<file path="src/rtl/keypad_pkg.sv">
// Shared types and constants for the keypad direction scanner.
// Holds FSM states, direction encodings, key codes and a column resolver.
package keypad_pkg;

  typedef enum logic [1:0] {
    SCAN,
    DEB_PRESS,
    HELD,
    DEB_REL
  } state_e;

  localparam logic [1:0] DIR_NONE  = 2'b00;
  localparam logic [1:0] DIR_UP    = 2'b01;
  localparam logic [1:0] DIR_LEFT  = 2'b01;
  localparam logic [1:0] DIR_DOWN  = 2'b10;
  localparam logic [1:0] DIR_RIGHT = 2'b10;

  localparam logic [3:0] KEY_UP    = 4'd1;
  localparam logic [3:0] KEY_LEFT  = 4'd4;
  localparam logic [3:0] KEY_MID   = 4'd5;
  localparam logic [3:0] KEY_RIGHT = 4'd6;
  localparam logic [3:0] KEY_DOWN  = 4'd9;

  localparam logic [3:0] COL_IDLE  = 4'hF;

  // Lowest active-low column wins when several are pressed.
  function automatic logic [1:0] low_col(
    input logic [3:0] c
  );
    logic [1:0] idx;
    idx = 2'd3;
    if (!c[2]) idx = 2'd2;
    if (!c[1]) idx = 2'd1;
    if (!c[0]) idx = 2'd0;
    return idx;
  endfunction

endpackage

</file>
<file path="src/rtl/keypad_slot_timer.sv">
// Row-slot timer: counts 0..SCAN_DIV-1 and flags the last cycle.
// Ports: clk, rst_n, tick_o (high while the counter is at SCAN_DIV-1).
module keypad_slot_timer
  import keypad_pkg::*;
#(
  parameter int unsigned SCAN_DIV = 1000
) (
  input  logic clk,
  input  logic rst_n,
  output logic tick_o
);

  localparam int unsigned W = $clog2(SCAN_DIV);
  localparam logic [W-1:0] LAST = W'(SCAN_DIV - 1);

  logic [W-1:0] cnt_q;
  logic [W-1:0] cnt_d;

  assign tick_o = (cnt_q == LAST);
  assign cnt_d  = tick_o ? '0 : cnt_q + W'(1);

  always_ff @(posedge clk or negedge rst_n) begin
    if (!rst_n) cnt_q <= '0;
    else        cnt_q <= cnt_d;
  end

endmodule

</file>
<file path="src/rtl/keypad_dir_scan.sv">
// 4x4 keypad scanner with debounce and a direction map for a game stage.
// Ports: clk, rst_n, col (in), row, vir, hor, key_code, key_valid (out).
// Build option: KEYPAD_AUTOREPEAT_EN adds auto-repeat while a key is held.
module keypad_dir_scan
  import keypad_pkg::*;
#(
  parameter int unsigned SCAN_DIV   = 1000,
  parameter int unsigned DEBOUNCE_N = 4
) (
  input  logic       clk,
  input  logic       rst_n,
  input  logic [3:0] col,
  output logic [3:0] row,
  output logic [1:0] vir,
  output logic [1:0] hor,
  output logic [3:0] key_code,
  output logic       key_valid
);

  localparam logic [3:0] DEB_LAST = 4'(DEBOUNCE_N - 1);

  logic       tick;
  logic [3:0] col_s1_q;
  logic [3:0] col_s2_q;
  logic       idle;

  state_e     state_q, state_d;
  logic [1:0] row_q, row_d;
  logic [3:0] deb_q, deb_d;
  logic [3:0] samp_q, samp_d;
  logic       fire;
  logic [3:0] new_code;

  logic [1:0] vir_q, vir_d;
  logic [1:0] hor_q, hor_d;
  logic [3:0] code_q, code_d;
  logic       kv_q, kv_d;

`ifdef KEYPAD_AUTOREPEAT_EN
  localparam logic [6:0] REP_LAST = 7'(8 * DEBOUNCE_N - 1);
  logic [6:0] rep_q, rep_d;
`endif

  keypad_slot_timer #(
    .SCAN_DIV(SCAN_DIV)
  ) u_timer (
    .clk   (clk),
    .rst_n (rst_n),
    .tick_o(tick)
  );

  always_ff @(posedge clk or negedge rst_n) begin
    if (!rst_n) begin
      col_s1_q <= 4'hF;
      col_s2_q <= 4'hF;
    end else begin
      col_s1_q <= col;
      col_s2_q <= col_s1_q;
    end
  end

  assign idle     = (col_s2_q == COL_IDLE);
  assign new_code = {row_q, low_col(samp_q)};

  always_ff @(posedge clk or negedge rst_n) begin
    if (!rst_n) begin
      state_q <= SCAN;
      row_q   <= 2'd0;
      deb_q   <= 4'd0;
      samp_q  <= 4'hF;
`ifdef KEYPAD_AUTOREPEAT_EN
      rep_q   <= 7'd0;
`endif
    end else begin
      state_q <= state_d;
      row_q   <= row_d;
      deb_q   <= deb_d;
      samp_q  <= samp_d;
`ifdef KEYPAD_AUTOREPEAT_EN
      rep_q   <= rep_d;
`endif
    end
  end

  always_comb begin
    state_d = state_q;
    row_d   = row_q;
    deb_d   = deb_q;
    samp_d  = samp_q;
    fire    = 1'b0;
`ifdef KEYPAD_AUTOREPEAT_EN
    rep_d   = rep_q;
`endif
    if (tick) begin
      unique case (state_q)
        SCAN: begin
          if (idle) begin
            row_d = row_q + 2'd1;
          end else begin
            samp_d  = col_s2_q;
            deb_d   = 4'd1;
            state_d = DEB_PRESS;
          end
        end
        DEB_PRESS: begin
          if (col_s2_q == samp_q) begin
            if (deb_q == DEB_LAST) begin
              state_d = HELD;
              deb_d   = 4'd0;
              fire    = 1'b1;
`ifdef KEYPAD_AUTOREPEAT_EN
              rep_d   = 7'd0;
`endif
            end else begin
              deb_d = deb_q + 4'd1;
            end
          end else begin
            state_d = SCAN;
            row_d   = row_q + 2'd1;
            deb_d   = 4'd0;
          end
        end
        HELD: begin
          if (idle) begin
            state_d = DEB_REL;
            deb_d   = 4'd1;
          end else begin
`ifdef KEYPAD_AUTOREPEAT_EN
            if (rep_q == REP_LAST) begin
              rep_d = 7'd0;
              fire  = 1'b1;
            end else begin
              rep_d = rep_q + 7'd1;
            end
`endif
          end
        end
        DEB_REL: begin
          if (idle) begin
            if (deb_q == DEB_LAST) begin
              state_d = SCAN;
              row_d   = row_q + 2'd1;
              deb_d   = 4'd0;
            end else begin
              deb_d = deb_q + 4'd1;
            end
          end else begin
            // Bounce during release: back to held, no new pulse.
            state_d = HELD;
            deb_d   = 4'd0;
`ifdef KEYPAD_AUTOREPEAT_EN
            rep_d   = 7'd0;
`endif
          end
        end
        default: state_d = SCAN;
      endcase
    end
  end

  always_comb begin
    kv_d   = fire;
    code_d = code_q;
    vir_d  = vir_q;
    hor_d  = hor_q;
    if (fire) begin
      code_d = new_code;
      case (new_code)
        KEY_UP: begin
          vir_d = DIR_UP;
          hor_d = DIR_NONE;
        end
        KEY_DOWN: begin
          vir_d = DIR_DOWN;
          hor_d = DIR_NONE;
        end
        KEY_LEFT: begin
          vir_d = DIR_NONE;
          hor_d = DIR_LEFT;
        end
        KEY_RIGHT: begin
          vir_d = DIR_NONE;
          hor_d = DIR_RIGHT;
        end
        KEY_MID: begin
          vir_d = DIR_NONE;
          hor_d = DIR_NONE;
        end
        default: ;
      endcase
    end
  end

  always_ff @(posedge clk or negedge rst_n) begin
    if (!rst_n) begin
      vir_q  <= DIR_NONE;
      hor_q  <= DIR_NONE;
      code_q <= 4'd0;
      kv_q   <= 1'b0;
    end else begin
      vir_q  <= vir_d;
      hor_q  <= hor_d;
      code_q <= code_d;
      kv_q   <= kv_d;
    end
  end

  assign row       = ~(4'b0001 << row_q);
  assign vir       = vir_q;
  assign hor       = hor_q;
  assign key_code  = code_q;
  assign key_valid = kv_q;

endmodule

</file>
<file path="config.mk">
export PLATFORM = sky130hd
export DESIGN_NAME = keypad_dir_scan
export DESIGN_NICKNAME = d
export VERILOG_FILES = /design/src/rtl/keypad_pkg.sv /design/src/rtl/keypad_slot_timer.sv /design/src/rtl/keypad_dir_scan.sv
export SDC_FILE = /design/constraint.sdc
export NUM_CORES = 1
export LEC_CHECK = 0
export ABC_AREA = 1
export BUFFER_PORTS_ARGS = -buffer_cell sky130_fd_sc_hd__buf_2
export CAP_MARGIN = 20
export CORE_UTILIZATION = 52
export DETAILED_ROUTE_END_ITERATION = 16
export PLACE_DENSITY_LB_ADDON = 0.2
export RECOVER_POWER = 100
export REMOVE_ABC_BUFFERS = 1
export SLEW_MARGIN = 20
export SYNTH_ARGS = -nofsm -noshare
export SYNTH_HDL_FRONTEND = slang
export SYNTH_SLANG_ARGS = --single-unit
</file>
<file path="constraint.sdc">
create_clock -name clk -period 1.53 [get_ports clk]
set_input_delay 0.2295 -clock clk [delete_from_list [all_inputs] [get_ports clk]]
set_output_delay 0.2295 -clock clk [all_outputs]
set_load 0.005 [all_outputs]
</file>
**Word-level counts from Yosys, hierarchy flattened**

Cells that the tools add are included.

- Flip-flop bits (word level): 39
- Output and inout port bits: 13
- Word-level logic and storage cells: 77

- Add/subtract/negate cells: 3
- Equal/unequal tests: 20
- Shift-type cells: 1
- Mux-type cells: 28
- Bitwise logic cells: 2
- Reductions and logical operators: 12

Operators with widths:

| cell | count |
|---|---|
| two-way mux 2 bit | 12 |
| two-way mux 4 bit | 5 |
| one-hot mux 2 bit (3 select lines) | 3 |
| one-hot mux 4 bit (4 select lines) | 1 |
| equality test 4 x 3 -> 1 bit (second input constant) | 3 |
| != test 2 bit (second input constant) | 6 |
| adder 10 x 1 -> 10 bit (second input constant) | 1 |
| equality test 10 bit (second input constant) | 1 |
| two-way mux 10 bit | 1 |
| nonzero test 3 bit | 3 |
| equality test 4 bit (second input constant) | 2 |
| one-hot mux 2 bit (4 select lines) | 1 |
| != test 3 bit (second input constant) | 2 |
| AND reduction 3 bit | 2 |
| AND reduction 6 bit | 1 |
| OR reduction 3 bit | 2 |
| two-way mux 1 bit | 5 |
| AND reduction 5 bit | 1 |
| adder 4 x 1 -> 4 bit (second input constant) | 1 |
| equality test 2 bit (second input constant) | 2 |
| equality test 4 x 1 -> 1 bit (second input constant) | 1 |
| equality test 4 x 2 -> 1 bit (second input constant) | 1 |
| equality test 4 bit | 1 |
| inverter 4 bit | 1 |
| 6 further kinds | 7 |

**Longest topological paths before layout**

Gate-level depths: netlist of the first run.

- Depth in word-level cells: 7
- Gate-level depth with buffers: 12

**Hierarchy**

From an unflattened synthesis of the first run, not the netlist that was laid out.

- Cells, all modules: 248
- Area, all modules: 2023.2 um^2

By module, submodules not included:

| module | times used | cells an instance | area each (um^2) | seq. area each (um^2) |
|---|---|---|---|---|
| keypad_dir_scan | 1 | 181 | 1493.9 | 740.7 |
| keypad_slot_timer | 1 | 67 | 529.3 | 250.2 |

**Worst setup path before layout of the first run**

OpenSTA, ideal clock, no wires.

- Path type: register to register
- From: register row_q[0]
- To: register hor_q[1] (netlist: hor[1])
- Data arrival time: 1.322 ns
- Setup slack: 0.087 ns
- Stages on the path, launching flop included: 9
- Path buffers: 0
- Period minus slack after synthesis: 1.443 ns
- Path through: dfrtp_1 inv_1 ha_1 inv_1 or2_2 nand3_1 nand3_2 nand2_1 o21ai_1

- Longest elaborated chain between the ends: 4

Ends and longest elaborated chain:

| element | line | source |
|---|---|---|
| from (decl) | keypad_dir_scan.sv:28 | `logic [1:0] row_q, row_d;` |
| from (signal assigned) | keypad_dir_scan.sv:76 | `row_q <= row_d;` |
| equality test 4 x 3 -> 1 bit, or another cell as far along | keypad_dir_scan.sv:168 | `case (new_code)` |
| OR reduction 3 bit (no source line) | -- |  |
| nonzero test 3 bit (no source line) | -- |  |
| AND reduction 2 bit (no source line) | -- |  |
| to (signal assigned) | keypad_dir_scan.sv:202 | `hor_q <= hor_d;` |
| to (decl) | keypad_dir_scan.sv:35 | `logic [1:0] hor_q, hor_d;` |

Parallel ways exist; a longest one is shown, timed or not.
A chain may end at the register's enable or synchronous reset.

**Final worst setup path of the first run**

- From: register u_timer.cnt_q[1]
- To: register vir_q[0] (netlist: vir[0])

- Longest elaborated chain between the ends: 3

Ends and longest elaborated chain:

| element | line | source |
|---|---|---|
| from (decl) | keypad_slot_timer.sv:16 | `logic [W-1:0] cnt_q;` |
| from (signal assigned) | keypad_slot_timer.sv:24 | `else cnt_q <= cnt_d;` |
| equality test 10 bit | keypad_slot_timer.sv:19 | `assign tick_o = (cnt_q == LAST);` |
| two-way mux 1 bit | keypad_dir_scan.sv:94 | `if (tick) begin` |
| via fire | keypad_dir_scan.sv:31 | `logic fire;` |
| AND reduction 2 bit (no source line) | -- |  |
| to (signal assigned) | keypad_dir_scan.sv:201 | `vir_q <= vir_d;` |
| to (decl) | keypad_dir_scan.sv:34 | `logic [1:0] vir_q, vir_d;` |

The timed path passes the listed nets, and every way through them passes these cells.

==> results.tsv, run 1 <==
stage	metric	value	unit
run_status	run_status	completed	
floorplan	die-area	3970	um^2
synthesis	synth_cell_types	29	
routing	wl_per_cell	12.3	um
synthesis	synth-adder-area-share	0.0388	
clock_tree	clkSlewWorstSetupHoldPaths	0.08	ns
critical_path	crit_path_end_kind	flop	
synthesis	synth-xor-area-share	0.0136	
power	pwr-share-seq	0.531	
synthesis	ys_ff_latch	39	
power	power.leakage	1.29	nW
run	cap_violations	0	
clock_tree	cts_tree	built	
synthesis	syn_area	1940	um^2
clock_tree	clockBufferDepth	2	
critical_path	crit_path_max_fanout	5	
timing	relSlewSlack	0.669	
floorplan	dieWidth	63.0	um
clock_tree	cts-root-buf	clkbuf_8	
global_route	antenna_found_initial	0	
clock_tree	clock_sinks	39	
placed_design	place_congestion	0.849	
routing	ant_nets	0	
synthesis	synth-simple-area-share	0.268	
synthesis	synth_common_cells	nand2_1 (50), inv_1 (29), dfrtp_1 (27)	
cells_and_area	final_nets	285	
synthesis	synth.most_common_cell	nand2_1	
worst_hold_path	min_path_cells	1	
critical_path	cp.arrival	1.69	ns
routing	vias	1599	
timing	worst_pin_slew	0.496	ns
cells_and_area	fin_cells	320	
clock_tree	htreeDepth	2	
synthesis	synthTopCellsByArea	dfrtp_1 (35%), dfstp_2 (16%), nand2_1 (9.7%)	
timing	hold_ws	0.0283	ns
power	combinationalPowerShare	0.024	
global_route	grt_pass1_vias	1463	
power	p_sw	0.400	mW
critical_path	rrSetupSlack	0.04	ns
routing	wl	3940	um
synthesis	synthMuxAreaShare	0	
synthesis	syn_inst	222	
floorplan	ios	19	
global_route	gr-usage-all-layers	0.208	
critical_path	cpPeakStageDelay	0.41	ns
synthesis	synth_top_family_by_area	simple AND/OR/NAND/NOR gates	
routing	first_pass_iters	4	
critical_path	worstSetupStartpointType	flop	
global_route	grt_max_degree	21	
timing	clock.fmax	0.670	GHz
critical_path	ff2ff_path_depth	10	
critical_path	crit_required	1.73	ns
synthesis	synth_compound_area_frac	0.0886	
floorplan	rows	21	
synthesis	yosysTopAreaCell	dfrtp_1	
clock_tree	cts_buffers	5	
timing	timing.final.crit_share	0.975	
cells_and_area	fill_cells	241	
floorplan	coreArea	3440	um^2
worst_hold_path	min_to	col_s1_q[0]	
worst_hold_path	hp-class	in -> reg	
placed_design	dp_hpwl	2480	um
power	internal-power	1.59	mW
synthesis	avgSynthCellArea	8.72	um^2
worst_hold_path	hold_start	col[0]	
timing	finalCriticalPeriod	1.49	ns
synthesis	async_reset_ff_frac	1.00	
cells_and_area	layout-drive-gt1-share	0.438	
critical_path	crit_type	reg -> reg	
routing	drcViolationCount	0	
timing	slew_violations	0	
synthesis	synthFlopType	dfrtp_1	
timing	rsz0062_at_grt	true	
power	ir_worst_vdd	673	uV
placed_design	io_buffers	18	
power	clockPowerShare	0.445	
timing	finalHoldViolCount	0	
critical_path	crit_slowest_cell	dfrtp_1	
cells_and_area	n_antenna_cell	0	
routing	drtIter0Drc	64	
placed_design	post_dp_cell_area	2150	um^2
power	sw_frac_of_total	0.201	
floorplan	die_h	63.0	um
floorplan	start_util	0.562	
power	power.density	788	nW/um^2
critical_path	crit_chain	ha_4 > nand2_4 > inv_4 > nand4_4 > nor2_4 > nand2_4 > inv_2 > nand2_1 > nand2_1 > inv_1	
synthesis	synth_warnings	0	
clock_tree	clk_latency	0.29	ns
cells_and_area	syn2layout_area_growth	30.6	%
placed_design	dpl.cell_count	293	
critical_path	worstReg2RegEnd	vir[0]	
critical_path	rr_startpoint	u_timer.cnt_q[1]	
timing	finalSetupViolCount	0	
global_route	grt_pass1_wl	6320	um
global_route	grt-ovfl-total	0	
cells_and_area	final_area	2530	um^2
synthesis	ys_seq_area_frac	0.512	
synthesis	synth_top_cell_area_share	0.349	
routing	viasPerCell	5.00	
synthesis	synth_edf_count	0	
timing	clock_skew	0.00715	ns
-- what timing repair did --
action / 4_1_cts / 5_1_grt
gates resized for setup: 2 / 39
setup endpoints to repair: 5 / 22
endpoints found under the hold margin: 16 / 0
pin swaps: 1 / 14
buffers inserted: 1 / 16
hold buffers: 1 / 0
cloned: 0 / 1
-- routing by layer --
| layer | share of wire | GRT usage | vias to the layer above |
|---|---|---|---|
| met5 | 0 | 0 | - |
| met4 | 0.017 | 0.116 | 0 |
| met3 | 0.040 | 0.0547 | 6 |
| met2 | 0.49 | 0.310 | 45 |
| met1 | 0.45 | 0.272 | 746 |
| li1 | - | - | 802 |
-- metrics by stage --
| step | TNS, ns | power (mW) | utilization | setup slack (ns) |
|---|---|---|---|---|
| after detailed placement | -0.0596 | 1.12 | 0.624 | -0.0209 |
| final | 0 | 1.99 | 0.734 | 0.0378 |
| after CTS | 0 | 2.02 | 0.663 | 0.00112 |
| after global routing | -0.749 | 2.07 | 0.734 | -0.0877 |
| after floorplan | 0 | 1.09 | - | 0.0874 |
| after global placement | 0 | 1.12 | 0.624 | 0.00714 |
-- sequential cells by signal, summed over array words and instances, names as in the netlist --
signal	cells
col_s1_q	4
col_s2_q	4
deb_q	4
hor	2
key_code	4
key_valid	1
row_q	2
samp_q	4
state_q	2
u_timer.cnt_q	10
vir	2
-- worst max-delay path, delay by kind of cell, from the launching register on --
family	cells	cell delay, ns
adder cells (fa/ha/maj)	1	0.18
buffers and inverters	3	0.19
flip-flops	1	0.41
AND/OR/NAND/NOR	6	0.61
-- cells by family (layout without fill, tap and decap cells) --
family                     after synthesis  after routing
adders and majority gates                6              6
and+or+nand+nor                        104            105
buffers and inverters                   39             90
xor gates and xnor gates                 3              3
DFF                                     39             39
AOI/OAI and AO/OA                       31             31
-- area by class of cell --
class / count / area, um^2 / area share
Clock buffer: 6 / 82.6 / 0.0327
Sequential cell: 39 / 991 / 0.392
Inverter: 38 / 150 / 0.0594
Timing Repair Buffer: 44 / 292 / 0.115
Tap cell: 46 / 57.6 / 0.0228
Multi-Input combinational cell: 145 / 920 / 0.364
Clock inverter: 2 / 35.0 / 0.0139
-- worst max path at each step --
stage | from | to | slack, ns | cells after the start
final | u_timer.cnt_q[1] | vir[0] | 0.04 | 10
after global placement | row_q[1] | hor[1] | 0.007 | 8
after detailed placement | row_q[1] | hor[1] | -0.02 | 8
after global routing | samp_q[1] | state_q[1] | -0.09 | 10
after floorplan | row_q[0] | hor[1] | 0.09 | 8
after CTS | row_q[1] | hor[1] | 0.001 | 8
-- placed cells by master (no fill, tap or decap), drive strengths merged --
| master | instances |
|---|---|
| nor3 | 3 |
| dfstp | 12 |
| dfrtp | 27 |
| or2 | 2 |
| nor3b | 2 |
| nor2 | 25 |
| nand3 | 12 |
| dlygate4sd3 | 1 |
| xor2 | 3 |
| clkbuf | 9 |
| clkinv | 3 |
| a31oi | 1 |
| inv | 36 |
| a21oi | 9 |
| ha | 6 |
| buf | 40 |
| o21ai | 20 |
| a31o | 1 |
| nand2 | 57 |
| nand4 | 4 |
| bufinv | 1 |
-- power by group through the flow --
stage / Combinational [mW] / Sequential [mW] / Clock (mW)
2_1_floorplan: 0.0124 / 1.07 / 0
3_3_place_gp: 0.0456 / 1.08 / 0
3_5_place_dp: 0.0469 / 1.08 / 0
4_1_cts: 0.0490 / 1.06 / 0.912
5_1_grt: 0.0567 / 1.06 / 0.959
6_report: 0.0480 / 1.06 / 0.887
Note: power is estimated with default switching activity, not from simulation.
==> inputs of run 2 (changes only) <==
- CORE_UTILIZATION: 52 -> 35
==> run 2 against run 1 <==
  * Non-clock buffer count unchanged
  * Sequential power is essentially flat
  * Final cell count is 7.5% higher
  * Sequential cell count stayed put
  * Worst setup slack got worse by 0.011 ns
  * Core utilization decreased by 24 points
  * Critical path depth fell by 1
  * Power is 8.7% lower
  * Die area up 47%
  * Final area up 1.1%
  * Count of clock-buffer cells in the layout increased by 1
  * Critical path type unchanged
  * Sequential share of layout area decreased by 0.42 points
==> results.tsv, run 2 (synthesis results as in run 1) <==
stage	metric	value	unit	change
critical_path	crit_path_max_fanout	5		unchanged
cells_and_area	largest_register_ffs	10		unchanged
critical_path	crit_slowest_cell	dfstp_2		
run	cap_violations	0		unchanged
placed_design	place_congestion	0.769		-9.4%
routing	first_pass_iters	4		unchanged
clock_tree	cts-root-buf	clkbuf_8		
timing	finalHoldViolCount	0		unchanged
power	sw_frac_of_total	0.216		+0.0152
critical_path	cp-startpoint	samp_q[0]		
power	combinationalPowerShare	0.025		about the same
run_status	run_status	completed		
cells_and_area	fill_cells	509		+110%
cells_and_area	final_common_cell	nand2_1		
global_route	grt_pass1_wl	6240	um	-1.2%
clock_tree	clockBufferDepth	2		unchanged
global_route	grt_max_degree	21		unchanged
routing	vias	1538		-3.8%
timing	finalCriticalPeriod	1.50	ns	+0.0109 ns
timing	relSlewSlack	0.676		+0.00655
floorplan	rows	26		+24%
floorplan	coreArea	5200	um^2	+51%
clock_tree	clk_latency	0.29	ns	about the same
clock_tree	htreeDepth	2		unchanged
power	power.density	712	nW/um^2	-9.6%
routing	wl	3670	um	-6.7%
critical_path	rrSetupSlack	0.03	ns	about the same
power	pwr-share-seq	0.581		+0.050
timing	finalSetupViolCount	0		unchanged
critical_path	worstReg2RegEnd	state_q[0]		
timing	rsz0062_at_grt	true		
routing	drtIter0Drc	41		-36%
cells_and_area	final_cell_mix	nand2_1 (43), dfrtp_1 (27), inv_1 (26)		
timing	clock.fmax	0.665	GHz	-0.72%
timing	clock_skew	0.00770	ns	+0.000545 ns
power	clockPowerShare	0.394		-0.051
clock_tree	cts_tree	built		
worst_hold_path	hold_start	col[3]		
clock_tree	clkSlewWorstSetupHoldPaths	0.07	ns	about the same
cells_and_area	n_antenna_cell	0		unchanged
floorplan	start_util	0.372		-0.190
floorplan	die-area	5830	um^2	+47%
floorplan	ios	19		unchanged
routing	drcViolationCount	0		unchanged
critical_path	crit_chain	buf_4 > nand2_1 > nand3_1 > nor2_2 > nand2_2 > nand2_2 > buf_4 > a21oi_2 > a21oi_2		
floorplan	dieWidth	76.4	um	+21%
timing	timing.final.crit_share	0.982		+0.00712
critical_path	cp.arrival	1.68	ns	about the same
cells_and_area	multi_input_area	931	um^2	+1.2%
global_route	grt_pass1_vias	1339		-8.5%
clock_tree	clock_sinks	39		unchanged
critical_path	ff2ff_path_depth	9		-1
cells_and_area	regMostFlops	u_timer.cnt_q		
critical_path	rr_startpoint	samp_q[0]		
floorplan	die_h	76.4	um	+21%
critical_path	crit_type	reg -> reg		
critical_path	crit_required	1.71	ns	-0.02 ns
power	ir_worst_vdd	553	uV	-18%
placed_design	io_buffers	18		unchanged
power	p_sw	0.393	mW	-1.8%
routing	ant_nets	0		unchanged
global_route	gr-usage-all-layers	0.137		-0.0712
clock_tree	cts_buffers	5		unchanged
global_route	antenna_found_initial	0		unchanged
cells_and_area	seq_area	991	um^2	unchanged
timing	worst_pin_slew	0.486	ns	-0.00982 ns
critical_path	endpoint	state_q[0]		
timing	slew_violations	0		unchanged
critical_path	cpLargestDelayFamily	flip-flops		
cells_and_area	syn2layout_area_growth	32.0	%	
worst_hold_path	hp-class	in -> reg		
cells_and_area	fin_cells	344		+7.5%
routing	viasPerCell	4.47		-11%
critical_path	cpPeakStageDelay	0.56	ns	+0.15 ns
critical_path	crit_cells	9		-1
timing	fin_setup_tns	0	ns	unchanged
critical_path	critPathBufInv	2		-1
global_route	grt-ovfl-total	0		unchanged
power	internal-power	1.43	mW	-10%
critical_path	crit_path_end_kind	flop		
power	power.leakage	1.28	nW	-0.80%
placed_design	dpl.cell_count	323		+10%
cells_and_area	final_nets	285		unchanged
routing	wl_per_cell	10.7	um	-13%
placed_design	dp_hpwl	2600	um	+4.9%
critical_path	worstSetupStartpointType	flop		
cells_and_area	layout-drive-gt1-share	0.442		+0.00365
## run 2: worst min-delay path by stage
stage                        endpoint  slack, ns  cells after the start
final                     col_s1_q[3]       0.03                      1
after CTS                 col_s1_q[3]       0.02                      1
after global placement       deb_q[1]       0.22                      1
after detailed placement     deb_q[1]       0.22                      1
after global routing      col_s1_q[0]       0.01                      1
after floorplan              deb_q[0]      -0.07                      0
## run 2: final cells by class
type	instances	share of cell area
Inverter	38	0.0602
Clock inverter	1	0.00196
Timing Repair Buffer	44	0.118
Multi-Input combinational cell	145	0.364
Tap cell	70	0.0343
Clock buffer	7	0.0338
Sequential cell	39	0.388
## run 2: power by group through the flow
stage | clock network [mW] | registers, mW | logic [mW]
2_1_floorplan | 0 | 1.07 | 0.0124
3_3_place_gp | 0 | 1.07 | 0.0475
3_5_place_dp | 0 | 1.07 | 0.0478
4_1_cts | 0.743 | 1.06 | 0.0500
5_1_grt | 0.788 | 1.06 | 0.0547
6_report | 0.718 | 1.06 | 0.0457
## run 2: metrics by stage
step                      cell area, um^2  hold WS, ns  power [mW]  setup WS [ns]   util
after floorplan                      1930      -0.0661        1.09         0.0874      -
after global placement               2220        0.218        1.12        -0.0214  0.427
after detailed placement             2220        0.224        1.12        -0.0134  0.427
after CTS                            2320       0.0231        1.85        0.00145  0.447
after global routing                 2550       0.0147        1.90        -0.0685  0.491
final                                2550       0.0346        1.82         0.0269  0.491
## run 2: repair_timing
| item | 4_1_cts | 5_1_grt |
|---|---|---|
| setup endpoints to repair | 4 | 22 |
| pin swaps | 1 | 16 |
| resized for setup | 1 | 42 |
| gates cloned | 0 | 1 |
| hold endpoints to repair | 8 | 0 |
| hold buffers | 1 | 0 |
| setup buffers | 0 | 11 |
## run 2: per-layer routing
metal / wire (um) / vias up / GRT usage
li1: - / 806 / -
met1: 1910 / 712 / 0.201
met3: 104 / 5 / 0.0479
met5: 0 / - / 0
met4: 50 / 0 / 0.0519
met2: 1610 / 15 / 0.180
==> inputs of run 3 (changes only) <==
- PLACE_DENSITY: default -> 0.6
- PLACE_DENSITY_LB_ADDON: 0.2 -> default
- clock period: 1.53 -> 1.4 ns (I/O delays scaled with it)
==> run 3 against run 2 <==
  * The run now ends with negative setup slack left
  * Highest routed layer unchanged
  * Count of clock-buffer cells in the layout down 1
  * Die area is the same
  * Sequential power rose by 9%
  * Via count up 7.3%
  * Clock power grew 35%
==> results.tsv, run 3 (synthesis results as in run 1) <==
stage	metric	value	unit	change
global_route	grt_max_degree	40		+90%
timing	finalCriticalPeriod	1.49	ns	-0.00866 ns
timing	clock_skew	0.00768	ns	-0.0000130 ns
worst_hold_path	hold_start	col[0]		
floorplan	coreArea	5200	um^2	unchanged
floorplan	dieWidth	76.4	um	unchanged
clock_tree	cts-root-buf	clkbuf_8		
floorplan	ios	19		unchanged
cells_and_area	final_common_cell	nand2_1		
placed_design	io_buffers	18		unchanged
critical_path	crit_path_max_fanout	5		unchanged
cells_and_area	n_antenna_cell	0		unchanged
placed_design	place_congestion	0.808		+5.0%
run_status	run_status	finished with violations		
clock_tree	cts_buffers	5		unchanged
cells_and_area	final_cell_mix	nand2_1 (41), buf_4 (38), dfrtp_1 (27)		
cells_and_area	syn2layout_area_growth	45.8	%	
timing	relSlewSlack	0.647		-0.0286
cells_and_area	regMostFlops	u_timer.cnt_q		
worst_hold_path	hp-class	in -> reg		
cells_and_area	layout-drive-gt1-share	0.529		+0.0872
floorplan	rows	26		unchanged
cells_and_area	largest_register_ffs	10		unchanged
critical_path	crit_path_end_kind	flop		
clock_tree	clk_latency	0.29	ns	about the same
routing	wl	4160	um	+13%
timing	finalSetupViolCount	21		+21
routing	drcViolationCount	0		unchanged
clock_tree	clockBufferDepth	2		unchanged
timing	fin_setup_tns	-1.08	ns	-1.08 ns
critical_path	rrSetupSlack	-0.09	ns	-0.12 ns
cells_and_area	fin_cells	365		+6.1%
floorplan	start_util	0.372		unchanged
global_route	antenna_found_initial	0		unchanged
timing	finalHoldViolCount	0		unchanged
clock_tree	clock_sinks	39		unchanged
critical_path	worstSetupStartpointType	flop		
clock_tree	clkSlewWorstSetupHoldPaths	0.08	ns	about the same
timing	clock.fmax	0.669	GHz	+0.58%
timing	worst_pin_slew	0.529	ns	+0.0430 ns
floorplan	die-area	5830	um^2	unchanged
global_route	grt-ovfl-total	0		unchanged
critical_path	crit_type	reg -> reg		
run	cap_violations	0		unchanged
power	p_total	2.18	mW	+20%
clock_tree	cts_tree	built		
timing	timing.final.crit_share	1.07		+0.0850
placed_design	dpl.cell_count	344		+6.5%
global_route	grt_pass1_wl	7200	um	+15%
timing	slew_violations	0		unchanged
global_route	gr-usage-all-layers	0.155		+0.0182
run_status	violations	negative setup slack		
power	power.density	772	nW/um^2	+8.3%
clock_tree	htreeDepth	2		unchanged
critical_path	cp.arrival	1.69	ns	about the same
power	power.leakage	1.39	nW	+8.7%
critical_path	rr_startpoint	samp_q[0]		
routing	wl_per_cell	11.4	um	+6.7%
critical_path	crit_required	1.59	ns	-0.12 ns
power	ir_worst_vdd	434	uV	-22%
placed_design	dp_hpwl	2650	um	+1.6%
global_route	grt_pass1_vias	1646		+23%
routing	viasPerCell	4.52		+1.2%
critical_path	cp-startpoint	samp_q[0]		
routing	vias	1651		+7.3%
routing	drtIter0Drc	77		+88%
cells_and_area	final_nets	306		+7.4%
floorplan	die_h	76.4	um	unchanged
cells_and_area	fill_cells	468		-8.1%
timing	rsz0062_at_grt	true		
timing	fin_ws	-0.0944	ns	-0.121 ns
routing	first_pass_iters	4		unchanged
cells_and_area	seq_area	991	um^2	unchanged
cells_and_area	multi_input_area	986	um^2	+5.9%
routing	ant_nets	0		unchanged
==> run 3: changes by cell type in the layout (fill, tap and decap cells not counted), moves of 3 or more <==
cell,change
buf_2,-4
buf_4,+16
buf_6,+9
ha_1,-3
ha_4,+4
inv_1,-7
inv_2,+6
nand2_2,+3
nor2_1,-3
nor2_2,+3
o21ai_1,+4
o21ai_2,-4
==> run 3: critical path: stages (launching register included) <==
cell	delay, ns
dfstp_2	0.58
inv_2	0.06
nand2_2	0.06
nand3_2	0.07
nor2_2	0.11
nand2_2	0.11
inv_4	0.12
nand2_4	0.09
inv_2	0.07
nand2_2	0.04
nand2_1	0.04
inv_1	0.03
==> run 3: worst paths after layout <==
check | end | depth (start not counted)
setup / recovery | vir[0] | 11
hold / removal | col_s1_q[0] | 1
setup reg to reg | vir[0] | 11
hold reg to reg | col_s2_q[1] | 0
max in group asynchronous | col_s1_q[1] | 3
min in group asynchronous | u_timer.cnt_q[4] | 3
==> run 3: metal layers <==
layer | vias to the layer above | global-route usage | share of wire
li1 | 843 | - | -
met1 | 782 | 0.187 | 0.47
met2 | 22 | 0.264 | 0.49
met3 | 4 | 0.0359 | 0.023
met4 | 0 | 0.0635 | 0.016
met5 | - | 0 | 0
==> run 3: stage by stage <==
stage	hold slack [ns]	area (um^2)	utilization	setup WS, ns
after floorplan	-0.0856	1930	-	-0.0426
after global placement	0.196	2380	0.457	-0.0519
after detailed placement	0.203	2380	0.457	-0.0851
after CTS	0.00142	2590	0.498	-0.0624
after global routing	0.00105	2820	0.542	-0.178
final	0.0132	2820	0.542	-0.0944
==> run 3: cell type report <==
| type | count | area share |
|---|---|---|
| Multi-Input combinational cell | 145 | 0.349 |
| Sequential cell | 39 | 0.351 |
| Clock buffer | 6 | 0.0293 |
| Tap cell | 70 | 0.0310 |
| Inverter | 38 | 0.0545 |
| Timing Repair Buffer | 65 | 0.172 |
| Clock inverter | 2 | 0.0124 |
==> run 3: timing repair <==
| action | in CTS | in global routing |
|---|---|---|
| gates cloned | 0 | 1 |
| resized for setup | 26 | 46 |
| pin swaps | 6 | 20 |
| endpoints found under the hold margin | 27 | 0 |
| endpoints found under the setup margin | 19 | 32 |
| hold buffers | 1 | 0 |
| buffers inserted | 2 | 10 |
==> run 3: power by group <==
part | internal (mW) | leakage [nW] | switching [mW]
registers | 1.15 | 0.488 | 0.00849
logic | 0.0181 | 0.845 | 0.0374
clock network | 0.577 | 0.0612 | 0.389
